--- src/rtl/banked_latch_pkg.sv ---
`default_nettype none
// ============================================================================
// Module   : banked_latch_pkg
// Brief    : Shared FSM encoding, default sizes and select-range helper.
// Revision : 1.0  initial release
// ============================================================================
package banked_latch_pkg;

    typedef logic [1:0] state_t;

    localparam state_t ST_IDLE    = 2'd0;
    localparam state_t ST_PRESS   = 2'd1;
    localparam state_t ST_COMMIT  = 2'd2;
    localparam state_t ST_RELEASE = 2'd3;

    localparam int DEF_WIDTH           = 8;
    localparam int DEF_NUM_BANKS       = 4;
    localparam int DEF_DEBOUNCE_CYCLES = 16;
    localparam int DEF_SCAN_CYCLES     = 1_000_000;

    function automatic logic sel_in_range(input int unsigned sel, input int unsigned num_banks);
        return sel < num_banks;
    endfunction

endpackage
`default_nettype wire

--- src/rtl/banked_latch_register_btn_debounce.sv ---
`default_nettype none
// ============================================================================
// Module   : btn_debounce
// Brief    : 2-flop synchroniser plus press/release debounce FSM; emits a
//            single-cycle commit pulse per accepted press.
// Revision : 1.0  initial release
// ============================================================================
module btn_debounce
    import banked_latch_pkg::*;
#(
    parameter int DEBOUNCE_CYCLES = DEF_DEBOUNCE_CYCLES
) (
    input  logic clk,
    input  logic rst_n,
    input  logic btn,
    output logic commit
);

    localparam int              CNT_W    = (DEBOUNCE_CYCLES > 1) ? $clog2(DEBOUNCE_CYCLES) : 1;
    localparam logic [CNT_W-1:0] CNT_LAST = CNT_W'(DEBOUNCE_CYCLES - 1);

    logic [1:0]       r_sync;
    state_t           r_state;
    logic [CNT_W-1:0] r_cnt;
    logic             w_btn_s;
    logic [CNT_W-1:0] w_cnt_inc;

    assign w_btn_s   = r_sync[1];
    // Saturating increment: the counter never wraps back to zero.
    assign w_cnt_inc = (r_cnt == CNT_LAST) ? r_cnt : r_cnt + CNT_W'(1);
    assign commit    = (r_state == ST_COMMIT);

    always_ff @(posedge clk or negedge rst_n) begin
        if (!rst_n) begin
            r_sync  <= 2'b00;
            r_state <= ST_IDLE;
            r_cnt   <= '0;
        end else begin
            r_sync <= {r_sync[0], btn};
            case (r_state)
                ST_IDLE: begin
                    if (w_btn_s) begin
                        r_cnt   <= '0;
                        r_state <= ST_PRESS;
                    end
                end
                ST_PRESS: begin
                    if (w_btn_s) begin
                        r_cnt <= w_cnt_inc;
                        if (w_cnt_inc == CNT_LAST) begin
                            r_state <= ST_COMMIT;
                        end
                    end else begin
                        r_state <= ST_IDLE;
                    end
                end
                ST_COMMIT: begin
                    r_cnt   <= '0;
                    r_state <= ST_RELEASE;
                end
                ST_RELEASE: begin
                    // A re-bounce restarts the release window instead of re-arming a write.
                    if (!w_btn_s) begin
                        r_cnt <= w_cnt_inc;
                        if (w_cnt_inc == CNT_LAST) begin
                            r_state <= ST_IDLE;
                        end
                    end else begin
                        r_cnt <= '0;
                    end
                end
                default: r_state <= ST_IDLE;
            endcase
        end
    end

endmodule
`default_nettype wire

--- src/rtl/banked_latch_register.sv ---
`default_nettype none
// ============================================================================
// Module   : banked_latch_register
// Brief    : NUM_BANKS x WIDTH register file written once per debounced button
//            press, with a registered read mux. Optional macro AUTO_SCAN_EN adds
//            an auto-advancing display index (scan_en / scan_idx).
// Revision : 1.0  initial release
// ============================================================================
module banked_latch_register
    import banked_latch_pkg::*;
#(
    parameter int WIDTH           = DEF_WIDTH,
    parameter int NUM_BANKS       = DEF_NUM_BANKS,
    parameter int SEL_W           = $clog2(NUM_BANKS),
    parameter int DEBOUNCE_CYCLES = DEF_DEBOUNCE_CYCLES
`ifdef AUTO_SCAN_EN
    ,
    parameter int SCAN_CYCLES     = DEF_SCAN_CYCLES
`endif
) (
    input  logic                 clk,
    input  logic                 rst_n,
    input  logic                 btn,
    input  logic [SEL_W-1:0]     wr_sel,
    input  logic [WIDTH-1:0]     wr_data,
    input  logic [SEL_W-1:0]     rd_sel,
    output logic [WIDTH-1:0]     rd_data,
    output logic                 wr_done,
    output logic [NUM_BANKS-1:0] bank_valid
`ifdef AUTO_SCAN_EN
    ,
    input  logic                 scan_en,
    output logic [SEL_W-1:0]     scan_idx
`endif
);

    logic [WIDTH-1:0]     r_bank [NUM_BANKS];
    logic [WIDTH-1:0]     r_rd_data;
    logic                 r_wr_done;
    logic [NUM_BANKS-1:0] r_bank_valid;
    logic                 w_commit;
    logic                 w_wr_ok;
    logic                 w_rd_ok;
    logic [SEL_W-1:0]     w_rd_idx;

    btn_debounce #(
        .DEBOUNCE_CYCLES (DEBOUNCE_CYCLES)
    ) u_btn_debounce (
        .clk    (clk),
        .rst_n  (rst_n),
        .btn    (btn),
        .commit (w_commit)
    );

`ifdef AUTO_SCAN_EN
    localparam int               SCAN_W    = $clog2(SCAN_CYCLES + 1);
    localparam logic [SCAN_W-1:0] SCAN_LAST = SCAN_W'(SCAN_CYCLES - 1);
    localparam logic [SEL_W-1:0]  SEL_LAST  = SEL_W'(NUM_BANKS - 1);

    logic [SCAN_W-1:0] r_scan_cnt;
    logic [SEL_W-1:0]  r_scan_idx;

    always_ff @(posedge clk or negedge rst_n) begin
        if (!rst_n) begin
            r_scan_cnt <= '0;
            r_scan_idx <= '0;
        end else if (scan_en) begin
            if (r_scan_cnt == SCAN_LAST) begin
                r_scan_cnt <= '0;
                r_scan_idx <= (r_scan_idx == SEL_LAST) ? '0 : r_scan_idx + SEL_W'(1);
            end else begin
                r_scan_cnt <= r_scan_cnt + SCAN_W'(1);
            end
        end
    end

    assign scan_idx = r_scan_idx;
    assign w_rd_idx = scan_en ? r_scan_idx : rd_sel;
`else
    assign w_rd_idx = rd_sel;
`endif

    assign w_wr_ok = sel_in_range(32'(wr_sel), NUM_BANKS);
    assign w_rd_ok = sel_in_range(32'(w_rd_idx), NUM_BANKS);

    // The read samples the pre-write array, so a same-bank commit shows up one cycle later.
    always_ff @(posedge clk or negedge rst_n) begin
        if (!rst_n) begin
            for (int i = 0; i < NUM_BANKS; i++) begin
                r_bank[i] <= '0;
            end
            r_bank_valid <= '0;
            r_wr_done    <= 1'b0;
            r_rd_data    <= '0;
        end else begin
            r_wr_done <= w_commit;
            if (w_commit && w_wr_ok) begin
                r_bank[wr_sel]       <= wr_data;
                r_bank_valid[wr_sel] <= 1'b1;
            end
            r_rd_data <= w_rd_ok ? r_bank[w_rd_idx] : '0;
        end
    end

    assign rd_data    = r_rd_data;
    assign wr_done    = r_wr_done;
    assign bank_valid = r_bank_valid;

endmodule
`default_nettype wire

--- config.mk ---
export PLATFORM = sky130hd
export DESIGN_NAME = banked_latch_register
export DESIGN_NICKNAME = d
export VERILOG_FILES = /design/src/rtl/banked_latch_pkg.sv /design/src/rtl/banked_latch_register_btn_debounce.sv /design/src/rtl/banked_latch_register.sv
export SDC_FILE = /design/constraint.sdc
export NUM_CORES = 1
export LEC_CHECK = 0
export CAP_MARGIN = 30
export CORE_MARGIN = 2
export CORE_UTILIZATION = 40
export DETAILED_ROUTE_END_ITERATION = 16
export GPL_ROUTABILITY_DRIVEN = 0
export PLACE_DENSITY_LB_ADDON = 0.2
export SYNTH_ARGS = -nofsm -noshare
export SYNTH_HDL_FRONTEND = slang
export SYNTH_HIERARCHICAL = 1
export SYNTH_SLANG_ARGS = --single-unit
--- constraint.sdc ---
create_clock -name clk -period 3.4 [get_ports clk]
set_input_delay 1.02 -clock clk [delete_from_list [all_inputs] [get_ports clk]]
set_output_delay 1.02 -clock clk [all_outputs]
set_load 0.02 [all_outputs]
After elaboration in Yosys (flattened, before gate mapping). Index checks and enable logic that the tools add are counted.

Bits of input ports: 15. Bits in registers: 53. Output and inout port bits: 13. Logic and storage cells: 53.

Add/subtract/negate cells: 1. $lt $le $gt $ge: 5. Reduce and logical (&&, ||, !) cells: 5. Bitwise operators: 3. Muxes and demuxes: 19. Equal/unequal tests: 10.

Operators by type and width (number): bitwise mux 32 bit (1); two-way mux 8 bit (3); binary-select mux 8 bit (select 2 bit) (1); demux 8 bit (select 2 bit) (1); two-way mux 4 bit (4); case mux 4 bit (4 select lines) (1); two-way mux 2 bit (5); equality test 4 bit (second input constant) (2); case mux 2 bit (4 select lines) (1); greater-or-equal comparator 3 bit (second input constant) (2); inequality test 2 x 1 -> 1 bit (second input constant) (3); NOT 2 -> 3 bit (2); adder 4 x 1 -> 4 bit (second input constant) (1); equality test 2 bit (second input constant) (2); bitwise OR 4 bit (1); AND reduction 4 bit (1); < comparator 2 x 3 -> 1 bit (second input constant) (1); < comparator 3 x 1 -> 1 bit (second input constant) (1); inequality test 3 bit (second input constant) (1); demux 1 bit (select 2 bit) (1); equality test 2 x 1 -> 1 bit (second input constant) (1); greater-or-equal comparator 2 x 1 -> 1 bit (second input constant) (1); logical AND 1 bit (2); zero test 2 bit (1); other kinds (3) (3).

Longest topological paths before layout.
Depth after elaboration: 6. Gate-level depth with buffers: 5. Gate-level depth less buffers: 4.

Modules after synthesis. Netlist, hierarchy kept.

By module, submodules not included: banked_latch_register (cells an instance 95, area each 1751.7 um^2, sequential area each 1126.1 um^2, instances 1); btn_debounce (cells an instance 44, area each 444.2 um^2, sequential area each 200.2 um^2, instances 1).

Least setup slack after synthesis. No wires, ideal clock.

Kind: input to register. Start point: in rd_sel[0]. End point: reg r_rd_data[0] (netlist: rd_data[0]). Required time: 3.262 ns. Arrival time: 1.757 ns. Stages on the path: 2. Buffers on the path: 1. Library setup time: 0.138 ns. Path slack: 1.505 ns. Path through: buf_2 -> mux4_2.

Word-level cells in the longest chain between the ends: 4.

RTL lines: start, declared (line banked_latch_register.sv:26) `input logic [SEL_W-1:0] rd_sel,`; NOT 2 -> 3 bit (not written as such) (line banked_latch_register.sv:101) `r_rd_data <= w_rd_ok ? r_bank[w_rd_idx] : '0;`; binary-select mux 8 bit (select 2 bit) (line banked_latch_register.sv:101); two-way mux 8 bit (not written as such) (2 in series) (line banked_latch_register.sv:101); end signal, assigned (line banked_latch_register.sv:101); end, declared (line banked_latch_register.sv:38) `logic [WIDTH-1:0] r_rd_data;`.

Every way passes these cells. The select of a mux whose other input is x is not followed. A chain may end at the register's enable or synchronous reset.

Worst setup path in the final report.
Start point: in rd_sel[0]. End point: reg r_rd_data[7] (netlist: rd_data[7]).

The elaborated chain is that of the path after synthesis.

==> metrics.md <==
| Metric | Value |
|---|---|
| Clock latency on the worst-skew pair | `0.30 ns` |
| Final-layout fill cell count | `456` |
| Max cap viols | `0` |
| Crit. path cell count | `2` |
| Fin crit share | `67.7%` |
| H-tree depth | `2` |
| Worst-margin pin slew | `0.649 ns` |
| CP cell instances | `clkdlybuf4s50_1 > mux4_2` |
| Final TNS setup | `0 ns` |
| Drt wl/cell | `16.2 um` |
| Commonest non-fill, non-tap cell in the layout | `dfrtp_1` |
| Initial antenna violation count | `0` |
| DP HPWL | `2.62 mm` |
| Distinct cells, synth | `33` |
| Pin count of the biggest net entering global routing | `54` |
| Worst path top cell family by delay | `buffers and inverters` |
| Iteration-0 DRC Markers | `76` |
| I/O pin total | `28` |
| Worst setup path start | `rd_sel[0]` |
| Worst-path clk slew | `0.09 ns` |
| Max FO, Critical Path | `8` |
| Min Tclk post-route | `2.30 ns` |
| Starting Density | `42.2%` |
| Fin Clk Skew | `0.00545 ns` |
| Post-synthesis cell area | `2200 sq um` |
| Area occupied by multi-input gates | `835 sq um` |
| Hold buffers post-CTS | `0` |
| GRT Resource Usage Total | `14.3%` |
| R2R depth | `3` |
| RSZ-0062 raised after global routing | `no` |
| Most frequent cells in the layout | `dfrtp_1, mux2_2, clkdlybuf4s50_1, mux4_2` |
| Tot Pwr | `1.15 mW` |
| CP arrival | `2.47 ns` |
| Vias in the first global route | `1242` |
| DR pass1 iterations | `4` |
| Drt drc | `0` |
| Chip width | `78.1 um` |
| Slowest CP cell | `clkdlybuf4s50_1` |
| Critical Path Source Type | `primary input` |
| Die Y | `78.1 um` |
| Yosys warns | `6` |
| Grt ovf | `0` |
| Clock Sinks | `53` |
| CP max stage delay | `0.86 ns` |
| Antenna viol nets, final | `0` |
| VDD IR-drop max | `292 uV` |
| Layout net count | `184` |
| Post-Syn Nets | `155` |
| Num CTS Buffers | `5` |
| PD cells | `435 nW/um^2` |
| Die area | `6100 sq um` |
| Final WL | `3.88 mm` |
| # setup viols final | `0` |
| Final Max Slew Viols | `0` |
| Run status | `finished clean` |
| Slew headroom | `56.7%` |
| Critical path buffer and inverter count | `1` |
| Final Hold Vio Count | `0` |
| Bufs on Longest Clock Path | `2` |
| Number of diodes | `0` |
| DR vias | `1228` |
| Setup Crit Path Kind | `in2reg` |
| Crit path required time | `3.57 ns` |
| Port bufs | `27` |
| CTS tree | `built` |
| Number of synthesized register bits | `53` |
| Clk root buf | `clkbuf_8` |
| Hold Path Class | `reg2reg` |
| Seq/Total Area, Yosys | `60.4%` |
| Vias per std cell | `5.14` |
| Pleak | `1.24 nW` |
| Core Rows | `26` |
| Core ar. | `5200 sq um` |
| Highest clock rate | `434 MHz` |
| Layout area overhead | `20.1%` |
| Share of cells above drive strength 1 | `33.7%` |
| Syn Area/Cell | `15.8 sq um` |
| Internal reg-to-reg setup slack | `1.45 ns` |
| Post_cts resized | `0` |
| Reg-to-reg endpoint | `r_bank[30]$_DFFE_PN0P_` |
| FF/Latch Area | `1330 sq um` |
| CP Capture Type | `flip-flop` |
| Post-CTS setup buffers | `0` |
| Gate Count Post-Synth | `139` |
| Global-route wire length before repair | `6.48 mm` |
| CP Capture Point | `rd_data[7]$_DFF_PN0_` |
-- power breakdown --
part	internal, mW	total (mW)	switching [mW]
Sequential	0.641	0.654	0.0135
Combinational	0.0361	0.0741	0.0379
Clock	0.221	0.418	0.197
-- cells in the mapped netlist --
master | number | share of area, %
buf_4 | 1 | 0.34
nand4b_1 | 1 | 0.40
nand3b_2 | 2 | 1.0
xor2_1 | 1 | 0.40
o221a_1 | 1 | 0.51
nand3_2 | 1 | 0.46
ha_1 | 1 | 0.57
buf_2 | 3 | 0.68
nor3b_4 | 1 | 0.85
maj3_2 | 1 | 0.51
nand3b_1 | 1 | 0.34
dfrtp_1 | 53 | 60
a21oi_1 | 2 | 0.46
nand2b_1 | 3 | 0.85
nor2_1 | 2 | 0.34
a211oi_1 | 1 | 0.34
xnor2_1 | 2 | 0.80
buf_1 | 1 | 0.17
a41oi_1 | 1 | 0.40
mux4_2 | 8 | 8.2
or2_2 | 2 | 0.57
o211ai_1 | 1 | 0.34
nand3_1 | 3 | 0.68
nand4_1 | 2 | 0.57
mux2_4 | 1 | 0.68
nor2b_1 | 1 | 0.29
inv_1 | 1 | 0.17
clkbuf_2 | 1 | 0.23
o22a_1 | 1 | 0.40
o31ai_1 | 1 | 0.34
nand2_1 | 5 | 0.85
mux2_2 | 32 | 16
o31a_1 | 1 | 0.40
-- cell families (layout without fill, tap and decap cells) --
| group | count (synthesis) | after routing | synth area share [%] |
|---|---|---|---|
| AO/OA/AOI/OAI | 9 | 9 | 3.19 |
| XOR/XNOR | 3 | 3 | 1.20 |
| adder cells (fa/ha/maj) | 2 | 2 | 1.08 |
| buffers and inverters | 7 | 37 | 1.59 |
| flip-flops | 53 | 53 | 60.4 |
| multiplexers | 41 | 41 | 25.3 |
| AND/OR/NAND/NOR | 24 | 24 | 7.24 |
-- registers in the layout, summed over array words and instances (netlist names), named ones only --
| name | count |
|---|---|
| bank_valid | 4 |
| u_btn_debounce/r_sync | 2 |
| wr_done | 1 |
| u_btn_debounce/r_cnt | 4 |
| rd_data | 8 |
| u_btn_debounce/r_state | 1 |
| r_bank | 32 |
-- final cells by class --
type                       count  share of cell area (%)
inverter                       1                   0.142
clock inverter                 2                    1.47
timing repair buffer          28                    10.3
multi-input combinational     79                    31.7
tap                           70                    3.32
sequential                    53                    50.3
clock buffer                   6                    2.75
-- metrics by stage --
stage                     worst slack, ns  utilization (%)  cells  area (sq um)  hold WS, ns
after floorplan                      1.50                -    139          2200        0.331
after global placement              0.769             48.5    231          2520        0.335
after detailed placement            0.730             48.5    231          2520        0.335
after CTS                            1.05             50.6    239          2640        0.355
after global routing                 1.02             50.6    239          2640        0.379
final                                1.10             50.6    239          2640        0.354
-- per-layer routing --
metal | GRT usage, % | share of wire (%) | up-vias
li1 | - | - | 566
met1 | 19.3 | 46 | 628
met2 | 21.7 | 48 | 30
met3 | 4.37 | 4.5 | 4
met4 | 5.79 | 1.3 | 0
met5 | 0 | 0 | -
-- worst min-delay path by stage --
stage                     cells past startpoint  slack, ns                                 end                                from
after floorplan                               0       0.33  u_btn_debounce/r_sync[1]$_DFF_PN0_  u_btn_debounce/r_sync[0]$_DFF_PN0_
after global placement                        0       0.33  u_btn_debounce/r_sync[1]$_DFF_PN0_  u_btn_debounce/r_sync[0]$_DFF_PN0_
after detailed placement                      0       0.33  u_btn_debounce/r_sync[1]$_DFF_PN0_  u_btn_debounce/r_sync[0]$_DFF_PN0_
after CTS                                     0       0.36  u_btn_debounce/r_sync[1]$_DFF_PN0_  u_btn_debounce/r_sync[0]$_DFF_PN0_
after global routing                          0       0.38  u_btn_debounce/r_sync[1]$_DFF_PN0_  u_btn_debounce/r_sync[0]$_DFF_PN0_
final                                         0       0.35  u_btn_debounce/r_sync[1]$_DFF_PN0_  u_btn_debounce/r_sync[0]$_DFF_PN0_
Note: power is estimated with default switching activity, not from simulation.
